## src/rtl/ascii_to_ps2_seq.sv

```systemverilog
// ascii_to_ps2_seq
// Turns one ASCII character into the PS/2 scan-code set 2 byte sequence that a
// US keyboard would send for that keystroke. The sequence is make, F0, make, and
// shifted characters are wrapped in a left-shift press/release (12 ... F0 12).
// Characters come in through a valid/ready sink. Scan-code bytes leave through a
// valid/ready source, one byte per handshake.
//
// Parameters:
//   GAP_CYCLES   idle cycles after each accepted output byte (0..255)
// Optional feature macro:
//   ASCII_TO_PS2_SHIFT_EN  when defined, shifted characters get the shift
//                          wrapper. When undefined, they are reported as unmapped.
// Ports:
//   clk, reset                  clock, synchronous active-high reset
//   ascii_in/valid/ready        character input handshake (ready only in IDLE)
//   code_out/valid/ready        scan-code output handshake
//   busy                        high whenever not IDLE
//   err                         one-cycle pulse for an accepted unmapped character
module ascii_to_ps2_seq #(
  parameter int unsigned GAP_CYCLES = 0
) (
  input  logic       clk,
  input  logic       reset,
  input  logic [7:0] ascii_in,
  input  logic       ascii_valid,
  output logic       ascii_ready,
  output logic [7:0] code_out,
  output logic       code_valid,
  input  logic       code_ready,
  output logic       busy,
  output logic       err
);

  typedef enum logic [1:0] {ST_IDLE = 2'd0, ST_EMIT = 2'd1, ST_GAP = 2'd2} state_t;

  localparam logic [7:0] GAP_LOAD = GAP_CYCLES[7:0];

  // Make code of a lowercase letter, indexed from 'a'.
  function automatic logic [7:0] letter_make(input logic [7:0] i);
    case (i)
      8'd0:  letter_make = 8'h1C;  8'd1:  letter_make = 8'h32;  8'd2:  letter_make = 8'h21;
      8'd3:  letter_make = 8'h23;  8'd4:  letter_make = 8'h24;  8'd5:  letter_make = 8'h2B;
      8'd6:  letter_make = 8'h34;  8'd7:  letter_make = 8'h33;  8'd8:  letter_make = 8'h43;
      8'd9:  letter_make = 8'h3B;  8'd10: letter_make = 8'h42;  8'd11: letter_make = 8'h4B;
      8'd12: letter_make = 8'h3A;  8'd13: letter_make = 8'h31;  8'd14: letter_make = 8'h44;
      8'd15: letter_make = 8'h4D;  8'd16: letter_make = 8'h15;  8'd17: letter_make = 8'h2D;
      8'd18: letter_make = 8'h1B;  8'd19: letter_make = 8'h2C;  8'd20: letter_make = 8'h3C;
      8'd21: letter_make = 8'h2A;  8'd22: letter_make = 8'h1D;  8'd23: letter_make = 8'h22;
      8'd24: letter_make = 8'h35;  8'd25: letter_make = 8'h1A;
      default: letter_make = 8'h00;
    endcase
  endfunction

  // Lookup result is {mapped, shifted, make_code}.
  function automatic logic [9:0] lookup(input logic [7:0] ch);
    if ((ch >= 8'h61) && (ch <= 8'h7A)) begin
      lookup = {2'b10, letter_make(ch - 8'h61)};
    end else if ((ch >= 8'h41) && (ch <= 8'h5A)) begin
      lookup = {2'b11, letter_make(ch - 8'h41)};
    end else begin
      case (ch)
        8'h30: lookup = {2'b10, 8'h45};  8'h31: lookup = {2'b10, 8'h16};
        8'h32: lookup = {2'b10, 8'h1E};  8'h33: lookup = {2'b10, 8'h26};
        8'h34: lookup = {2'b10, 8'h25};  8'h35: lookup = {2'b10, 8'h2E};
        8'h36: lookup = {2'b10, 8'h36};  8'h37: lookup = {2'b10, 8'h3D};
        8'h38: lookup = {2'b10, 8'h3E};  8'h39: lookup = {2'b10, 8'h46};
        8'h29: lookup = {2'b11, 8'h45};  8'h21: lookup = {2'b11, 8'h16};
        8'h40: lookup = {2'b11, 8'h1E};  8'h23: lookup = {2'b11, 8'h26};
        8'h24: lookup = {2'b11, 8'h25};  8'h25: lookup = {2'b11, 8'h2E};
        8'h5E: lookup = {2'b11, 8'h36};  8'h26: lookup = {2'b11, 8'h3D};
        8'h2A: lookup = {2'b11, 8'h3E};  8'h28: lookup = {2'b11, 8'h46};
        8'h60: lookup = {2'b10, 8'h0E};  8'h2D: lookup = {2'b10, 8'h4E};
        8'h3D: lookup = {2'b10, 8'h55};  8'h5B: lookup = {2'b10, 8'h54};
        8'h5D: lookup = {2'b10, 8'h5B};  8'h5C: lookup = {2'b10, 8'h5D};
        8'h3B: lookup = {2'b10, 8'h4C};  8'h27: lookup = {2'b10, 8'h52};
        8'h2C: lookup = {2'b10, 8'h41};  8'h2E: lookup = {2'b10, 8'h49};
        8'h2F: lookup = {2'b10, 8'h4A};
        8'h7E: lookup = {2'b11, 8'h0E};  8'h5F: lookup = {2'b11, 8'h4E};
        8'h2B: lookup = {2'b11, 8'h55};  8'h7B: lookup = {2'b11, 8'h54};
        8'h7D: lookup = {2'b11, 8'h5B};  8'h7C: lookup = {2'b11, 8'h5D};
        8'h3A: lookup = {2'b11, 8'h4C};  8'h22: lookup = {2'b11, 8'h52};
        8'h3C: lookup = {2'b11, 8'h41};  8'h3E: lookup = {2'b11, 8'h49};
        8'h3F: lookup = {2'b11, 8'h4A};
        8'h20: lookup = {2'b10, 8'h29};  8'h0A: lookup = {2'b10, 8'h5A};
        8'h08: lookup = {2'b10, 8'h66};
        default: lookup = 10'h000;
      endcase
    end
  endfunction

  // Byte number idx of the make/break sequence.
  function automatic logic [7:0] seq_byte(input logic [2:0] idx, input logic [7:0] make,
                                          input logic shift);
    if (shift) begin
      case (idx)
        3'd0: seq_byte = 8'h12;  3'd1: seq_byte = make;  3'd2: seq_byte = 8'hF0;
        3'd3: seq_byte = make;   3'd4: seq_byte = 8'hF0; 3'd5: seq_byte = 8'h12;
        default: seq_byte = 8'h00;
      endcase
    end else begin
      case (idx)
        3'd0: seq_byte = make;  3'd1: seq_byte = 8'hF0;  3'd2: seq_byte = make;
        default: seq_byte = 8'h00;
      endcase
    end
  endfunction

  state_t     state_q, state_d;
  logic [2:0] idx_q, idx_d;
  logic [7:0] gap_q, gap_d;
  logic [7:0] make_q, make_d;
  logic       shift_q, shift_d;
  logic       err_q, err_d;
  logic       ascii_ready_q, ascii_ready_d;
  logic       busy_q, busy_d;
  logic       code_valid_q, code_valid_d;
  logic [7:0] code_out_q, code_out_d;
  logic [9:0] lk_s;
  logic       hit_s, shf_s;
  logic [2:0] seq_len_s;

  assign lk_s = lookup(ascii_in);
`ifdef ASCII_TO_PS2_SHIFT_EN
  assign hit_s = lk_s[9];
  assign shf_s = lk_s[8];
`else
  // Without the shift wrapper a shifted character cannot be expressed.
  assign hit_s = lk_s[9] & ~lk_s[8];
  assign shf_s = 1'b0;
`endif
  assign seq_len_s = shift_q ? 3'd6 : 3'd3;

  // Next-state, sequence index, gap counter and registered-output computation.
  always_comb begin
    state_d = state_q;
    idx_d   = idx_q;
    gap_d   = gap_q;
    make_d  = make_q;
    shift_d = shift_q;
    err_d   = 1'b0;
    case (state_q)
      ST_IDLE: begin
        if (ascii_valid && ascii_ready_q) begin
          make_d  = lk_s[7:0];
          shift_d = shf_s;
          idx_d   = 3'd0;
          gap_d   = 8'd0;
          if (hit_s) begin
            state_d = ST_EMIT;
          end else begin
            err_d = 1'b1;
          end
        end else begin
          state_d = ST_IDLE;
        end
      end
      ST_EMIT: begin
        if (code_ready) begin
          // idx runs one past the last byte so a trailing gap knows to finish.
          idx_d = idx_q + 3'd1;
          if (GAP_LOAD != 8'd0) begin
            state_d = ST_GAP;
            gap_d   = GAP_LOAD;
          end else if (idx_d == seq_len_s) begin
            state_d = ST_IDLE;
            idx_d   = 3'd0;
          end else begin
            state_d = ST_EMIT;
          end
        end else begin
          state_d = ST_EMIT;
        end
      end
      ST_GAP: begin
        if (gap_q <= 8'd1) begin
          gap_d = 8'd0;
          if (idx_q == seq_len_s) begin
            state_d = ST_IDLE;
            idx_d   = 3'd0;
          end else begin
            state_d = ST_EMIT;
          end
        end else begin
          gap_d = gap_q - 8'd1;
        end
      end
      default: begin
        state_d = ST_IDLE;
        idx_d   = 3'd0;
        gap_d   = 8'd0;
      end
    endcase
    ascii_ready_d = (state_d == ST_IDLE);
    busy_d        = (state_d != ST_IDLE);
    code_valid_d  = (state_d == ST_EMIT);
    if (code_valid_d) begin
      code_out_d = seq_byte(idx_d, make_d, shift_d);
    end else begin
      code_out_d = 8'h00;
    end
  end

  // State and output registers with synchronous reset.
  always_ff @(posedge clk) begin
    if (reset) begin
      state_q       <= ST_IDLE;
      idx_q         <= 3'd0;
      gap_q         <= 8'd0;
      make_q        <= 8'h00;
      shift_q       <= 1'b0;
      err_q         <= 1'b0;
      ascii_ready_q <= 1'b1;
      busy_q        <= 1'b0;
      code_valid_q  <= 1'b0;
      code_out_q    <= 8'h00;
    end else begin
      state_q       <= state_d;
      idx_q         <= idx_d;
      gap_q         <= gap_d;
      make_q        <= make_d;
      shift_q       <= shift_d;
      err_q         <= err_d;
      ascii_ready_q <= ascii_ready_d;
      busy_q        <= busy_d;
      code_valid_q  <= code_valid_d;
      code_out_q    <= code_out_d;
    end
  end

  assign ascii_ready = ascii_ready_q;
  assign busy        = busy_q;
  assign err         = err_q;
  assign code_valid  = code_valid_q;
  assign code_out    = code_out_q;

endmodule

```

## config.mk

```make
export PLATFORM = sky130hd
export DESIGN_NAME = ascii_to_ps2_seq
export DESIGN_NICKNAME = d
export VERILOG_FILES = /design/src/rtl/ascii_to_ps2_seq.sv
export SDC_FILE = /design/constraint.sdc
export NUM_CORES = 1
export LEC_CHECK = 0
export CELL_PAD_IN_SITES_DETAIL_PLACEMENT = 0
export CELL_PAD_IN_SITES_GLOBAL_PLACEMENT = 1
export CORE_MARGIN = 2
export CORE_UTILIZATION = 47
export DETAILED_ROUTE_END_ITERATION = 8
export MAX_ROUTING_LAYER = met4
export PLACE_DENSITY = 0.94
export SKIP_LAST_GASP = 1
export SYNTH_ARGS = -nofsm -noshare
export SYNTH_HDL_FRONTEND = slang
export SYNTH_SLANG_ARGS = --single-unit
```

## constraint.sdc

```tcl
create_clock -name clk -period 7.3 [get_ports clk]
set_input_delay 1.095 -clock clk [delete_from_list [all_inputs] [get_ports clk]]
set_output_delay 1.095 -clock clk [all_outputs]
set_load 0.01 [all_outputs]
```

* Word level (Yosys, flattened, before mapping)
Memories as Yosys holds them, arrays and structs flattened.
Index checks and enable logic that the tools add are counted.
** Cells by class
- Order comparisons :: 5
- Reductions and logical operators :: 16
- $add $sub $neg :: 4
- Multiplexer cells :: 30
- Bitwise operators :: 6
- Equality and inequality tests :: 11
** Operator list (count)
- two-way mux 8 bit :: 7
- one-hot mux 8 bit (3 select lines) :: 2
- two-way mux 10 bit :: 3
- two-way mux 3 bit :: 6
- greater-or-equal comparator 8 x 7 -> 1 bit (second input constant) :: 2
- <= comparator 8 x 7 -> 1 bit (second input constant) :: 2
- one-hot mux 8 bit (2 select lines) :: 1
- subtractor 8 x 7 -> 8 bit (second input constant) :: 2
- OR reduction 2 bit :: 5
- zero test 3 bit :: 3
- one-hot mux 3 bit (3 select lines) :: 1
- <= comparator 8 x 1 -> 1 bit (second input constant) :: 1
- two-way mux 2 bit :: 4
- subtractor 8 x 1 -> 8 bit (second input constant) :: 1
- equality test 3 x 2 -> 1 bit (second input constant) :: 2
- equality test 3 bit :: 2
- equality test 3 bit (second input constant) :: 2
- one-hot mux 2 bit (3 select lines) :: 1
- two-way mux 1 bit :: 5
- inverter 1 bit :: 5
- equality test 2 x 1 -> 1 bit (second input constant) :: 2
- zero test 2 bit :: 2
- adder 3 x 1 -> 3 bit (second input constant) :: 1
- equality test 3 x 1 -> 1 bit (second input constant) :: 1
- 7 further kinds :: 9
** Word-level totals
- ROM bits :: 1600
- Output and inout bits :: 12
- Input port bits :: 12
- Word-level logic and storage cells :: 85
- Memories kept :: 3
- Bits in registers :: 34
** Memories
- (no name shown) :: words 128, bits a word 9, read ports 1, clocked after Yosys merged registers in 0, wr ports 0, line 61 : case (ch)
- (no name shown) :: words 32, bits a word 7, read ports 1, clocked after Yosys merged registers in 0, wr ports 0, line 40 : case (i)
- (no name shown) :: words 32, bits a word 7, read ports 1, clocked after Yosys merged registers in 0, wr ports 0, line 40

* Depth between registers and ports, before layout
- Depth in word-level cells :: 13
- Depth in mapped cells :: 11
- Gate-level depth less buffers :: 10

* Least setup slack after synthesis
OpenSTA, ideal clock, no wires.
- Kind :: input to register
- From :: input ascii_in[0]
- To :: register code_out_q[4] (netlist: code_out[4])
- Required time :: 7240 ps
- Path slack :: 3712 ps
- Setup time :: 60 ps
- Buffers on the path :: 1
- Data arrival time :: 3527 ps
- Stages :: 10
- Path through :: buf_1 inv_1 ha_1 or4b_4 o32a_1 a221oi_2 o21ai_1 o221a_1 a211oi_2 o2111a_1
** Between the ends
- Cells in the longest elaborated chain, start to end :: 12
- Elaborated cells between the ends (all ways) :: 31
- Those cells by class :: 2 x add/sub; 4 x order compare; 1 x eq/ne; 13 x mux; 3 x bitwise; 5 x reduce/logical; 3 x memory
** RTL lines
- from (decl) :: line 24 : input logic [7:0] ascii_in,
- parallel branches: the longest is 3 deep, another holds subtractor 8 x 7 -> 8 bit
- two-way mux 10 bit * :: line 56 : if ((ch >= 8'h61) && (ch <= 8'h7A)) begin
- inverter 1 bit :: line 128 : assign hit_s = lk_s[9] & ~lk_s[8];
- bitwise AND 1 bit :: line 128
- two-way mux 2 bit :: line 148 : if (hit_s) begin
- two-way mux 2 bit :: line 143 : if (ascii_valid && ascii_ready_q) begin
- one-hot mux 2 bit (3 select lines) :: line 141 : case (state_q)
- equality test 2 x 1 -> 1 bit :: line 195 : code_valid_d = (state_d == ST_EMIT);
- inverter 1 bit (no line)
- OR reduction 2 bit (no line)
- to (signal assigned) :: line 226 : code_out_q <= code_out_d;
- to (decl) :: line 117 : logic [7:0] code_out_q, code_out_d;
Mark *: on every way between the ends.
A chain may end at the register's enable or synchronous reset.

* Worst setup path in the final report
- From :: input ascii_in[1]
- To :: register code_out_q[4] (netlist: code_out[4])
Same word-level chain as after synthesis.

==> flow_metrics.env <==
export IMPL_dp_final_hpwl_mm=6.30
export IMPL_timing_worst_setup_path_type="in2reg"
export IMPL_diodes=0
export IMPL_cts_sinks=34
export IMPL_peakVddDrop_v=0.000113
export IMPL_period_needed_ns=4.45
export IMPL_row_count=29
export IMPL_synth_edff_count=0
export IMPL_critPathMaxFanout=18
export IMPL_drt_wirelength_per_cell_um=17.7
export IMPL_gr_total_overflow=0
export IMPL_clock_tree_htree_level_count=2
export IMPL_cts_repair_resized=0
export IMPL_post_route_drc_count=0
export IMPL_most_common_cell_after_layout_fill_and_taps_aside="nor2_1"
export IMPL_sequential_share_of_the_synthesized_area_pct=22.1
export IMPL_dieArea_mm2=0.00721
export IMPL_first_pass_grt_wire_length_mm=14.3
export IMPL_placed_cell_area_mm2=0.00331
export IMPL_cp_data_required_time_ns=7.53
export IMPL_dieWidth_um=84.9
export IMPL_synthDistinctLibCells=71
export IMPL_finalSetupViolations=0
export IMPL_fillCellCount=601
export IMPL_grt_usage_pct=25.2
export IMPL_syn_mean_instance_area_um2=7.50
export IMPL_syn_cell_area_mm2=0.00308
export IMPL_synthesis_nets=438
export IMPL_clkLatencyLatePin_ns=0.29
export IMPL_crit_slowest_cell="clkdlybuf4s50_1"
export IMPL_syn_inst=410
export IMPL_initial_antenna_violation_count=0
export IMPL_period_share_pct=61.0
export IMPL_maxSlewHeadroom_pct=39.9
export IMPL_floorplan_die_height_um=84.9
export IMPL_total_leakage_power_nw=1.24
export IMPL_synth_yosys_warnings=0
export IMPL_numCtsBuffers=5
export IMPL_io_pins=24
export IMPL_detailedRoute_firstIterationViolations=304
export IMPL_num_vias=3259
export IMPL_gp_congestion=0.933
export IMPL_ys_ff_latch=34
export IMPL_number_of_global_route_vias_before_repair=2880
export IMPL_root_buffer="clkbuf_8"
export IMPL_route_antenna_remaining_nets=0
export IMPL_power_density_mw_per_mm2=141
export IMPL_number_of_buffers_added_for_setup_after_cts=0
export IMPL_finish_instance_area_mm2=0.00340
export IMPL_setup_reg_to_reg_worst_slack_ns=4.50
export IMPL_rsz0062_at_grt="no"
export IMPL_drt_total_wl_mm=8.74
export IMPL_cts_hold_buf=0
export IMPL_fin_worst_skew_ns=0.00460
export IMPL_critical_path_cell_chain="clkdlybuf4s50_1 > inv_1 > ha_1 > nor3b_1 > xnor2_1 > mux2i_1 > o2bb2ai_1 > o221a_1 > a211oi_2 > o2111a_1"
export IMPL_worstHoldPathType="reg2reg"
export IMPL_syn2layout_area_growth_pct=10.6
export IMPL_outcome="complete, no violations"
export IMPL_fmaxAchievable_mhz=224
export IMPL_setup_total_negative_slack_ns=0
export IMPL_synth_async_reset_ratio_pct=0
export IMPL_drv_max_cap_violation_count=0
export IMPL_first_pass_iters=6
export IMPL_clk_transition_reported_paths_ns=0.07
export IMPL_critical_path_startpoint_type="primary input"
export IMPL_cp_data_arrival_time_ns=4.69
export IMPL_final_max_slew_violation_count=0
export IMPL_core_area_mm2=0.00635
export IMPL_largest_net_degree_at_the_start_of_global_routing=34
export IMPL_clock_tree_buffer_depth=2
export IMPL_route_detailed_vias_per_inst=6.58
export IMPL_fin_ws_ns=2.85
export IMPL_final_cell_mix="nor2_1, nand2_1, dfxtp_1, a21oi_1, o21ai_0"
export IMPL_final_nets=445
export IMPL_critPathMaxStageDelay_ns=0.88
export IMPL_ys_flop_type="dfxtp_1"
export IMPL_power_total_mw=0.481
export IMPL_worstMarginPinSlew_ns=0.896
export IMPL_dp_worst_setup_slack_ns=2.60
export IMPL_end_kind="flip-flop"
export IMPL_hold_viol=0
export IMPL_drive_gt1_share_pct=5.74
export IMPL_initial_core_util_pct=48.5
export IMPL_buffer_ports_inserted=23
export IMPL_tritoncts="yes"
logic make-up after synthesis:
kind of cell / after synthesis / synth area share, %
adder cells (fa/ha/maj): 16 / 6.51
AND/OR/NAND/NOR: 152 / 24.9
buffers and inverters: 41 / 5.41
XOR/XNOR: 7 / 1.99
multiplexers: 11 / 4.92
AO/OA/AOI/OAI: 149 / 34.2
flip-flops: 34 / 22.1
through the flow:
step           utilization, %  cells  hold WS (ns)
3_3_place_gp             52.2    487         0.428
3_5_place_dp             52.2    487         0.439
6_report                 53.6    495         0.444
5_1_grt                  53.6    495         0.472
2_1_floorplan               -    410         0.418
4_1_cts                  53.6    495         0.449
critical path, delay by kind of cell:
kind | cells | cell delay (ns)
AOI/OAI and AO/OA | 4 | 0.81
xor gates and xnor gates | 1 | 0.75
muxes | 1 | 0.27
and+or+nand+nor | 1 | 0.23
buffers and inverters | 2 | 1.13
adders and majority gates | 1 | 0.39
worst paths after layout:
check | cells past startpoint | endpoint | from
max | 10 | code_out[4] | ascii_in[1]
min | 2 | make_q[7] | make_q[7]
max reg2reg | 9 | code_out[6] | gap_q[0]
min reg2reg | 2 | make_q[7] | make_q[7]
where the power goes:
group          leakage (nW)  switching [mW]  internal [mW]
logic                 0.914          0.0879         0.0545
clock network        0.0482          0.0670         0.0760
registers             0.276         0.00335          0.192
cell type report:
cell class,instances,area (µm²),area share [%]
Clock buffer,7,86.3,2.54
Clock inverter,1,5.00,0.147
Inverter,16,60.1,1.76
Multi-Input combinational cell,335,2230,65.5
Sequential cell,34,681,20.0
Tap cell,77,96.3,2.83
Timing Repair Buffer,25,245,7.21
Yosys cell counts (4+ instances only):
library cell,n,area share [%]
nor2_1,41,5.0
nand2_1,37,4.5
dfxtp_1,34,22
a21oi_1,29,4.7
o21ai_0,24,3.9
clkbuf_1,17,2.1
ha_1,16,6.5
inv_1,13,1.6
nor2b_1,12,2.4
a211oi_1,11,2.7
nand2b_1,11,2.2
nor3_1,11,1.8
a31oi_1,8,1.6
nand3_1,8,1.3
a311oi_1,6,1.7
and2_1,6,1.2
o22ai_1,6,1.2
o31ai_1,6,1.5
mux2i_1,5,1.6
nor3b_1,5,1.2
o211ai_1,5,1.2
o21a_1,5,1.2
a221oi_1,4,1.1
a22oi_1,4,0.98
buf_2,4,0.65
xnor2_1,4,1.1
per-layer routing:
layer	vias to the layer above	wire length [µm]	share of wire, %	GRT usage, %
li1	1561	-	-	-
met2	165	3750	43	34.8
met5	-	0	0	-
met3	24	813	9.3	6.03
met1	1509	3980	46	35.7
met4	0	199	2.3	8.80
sequential cells by signal (all words and copies together) (netlist names):
register and cells:
busy 1, code_valid 1, err 1, make_q 8, idx_q 3, gap_q 8
code_out 8, ascii_ready 1, state_q 2, shift_q 1
No activity file was read; power rests on OpenSTA's default activity.
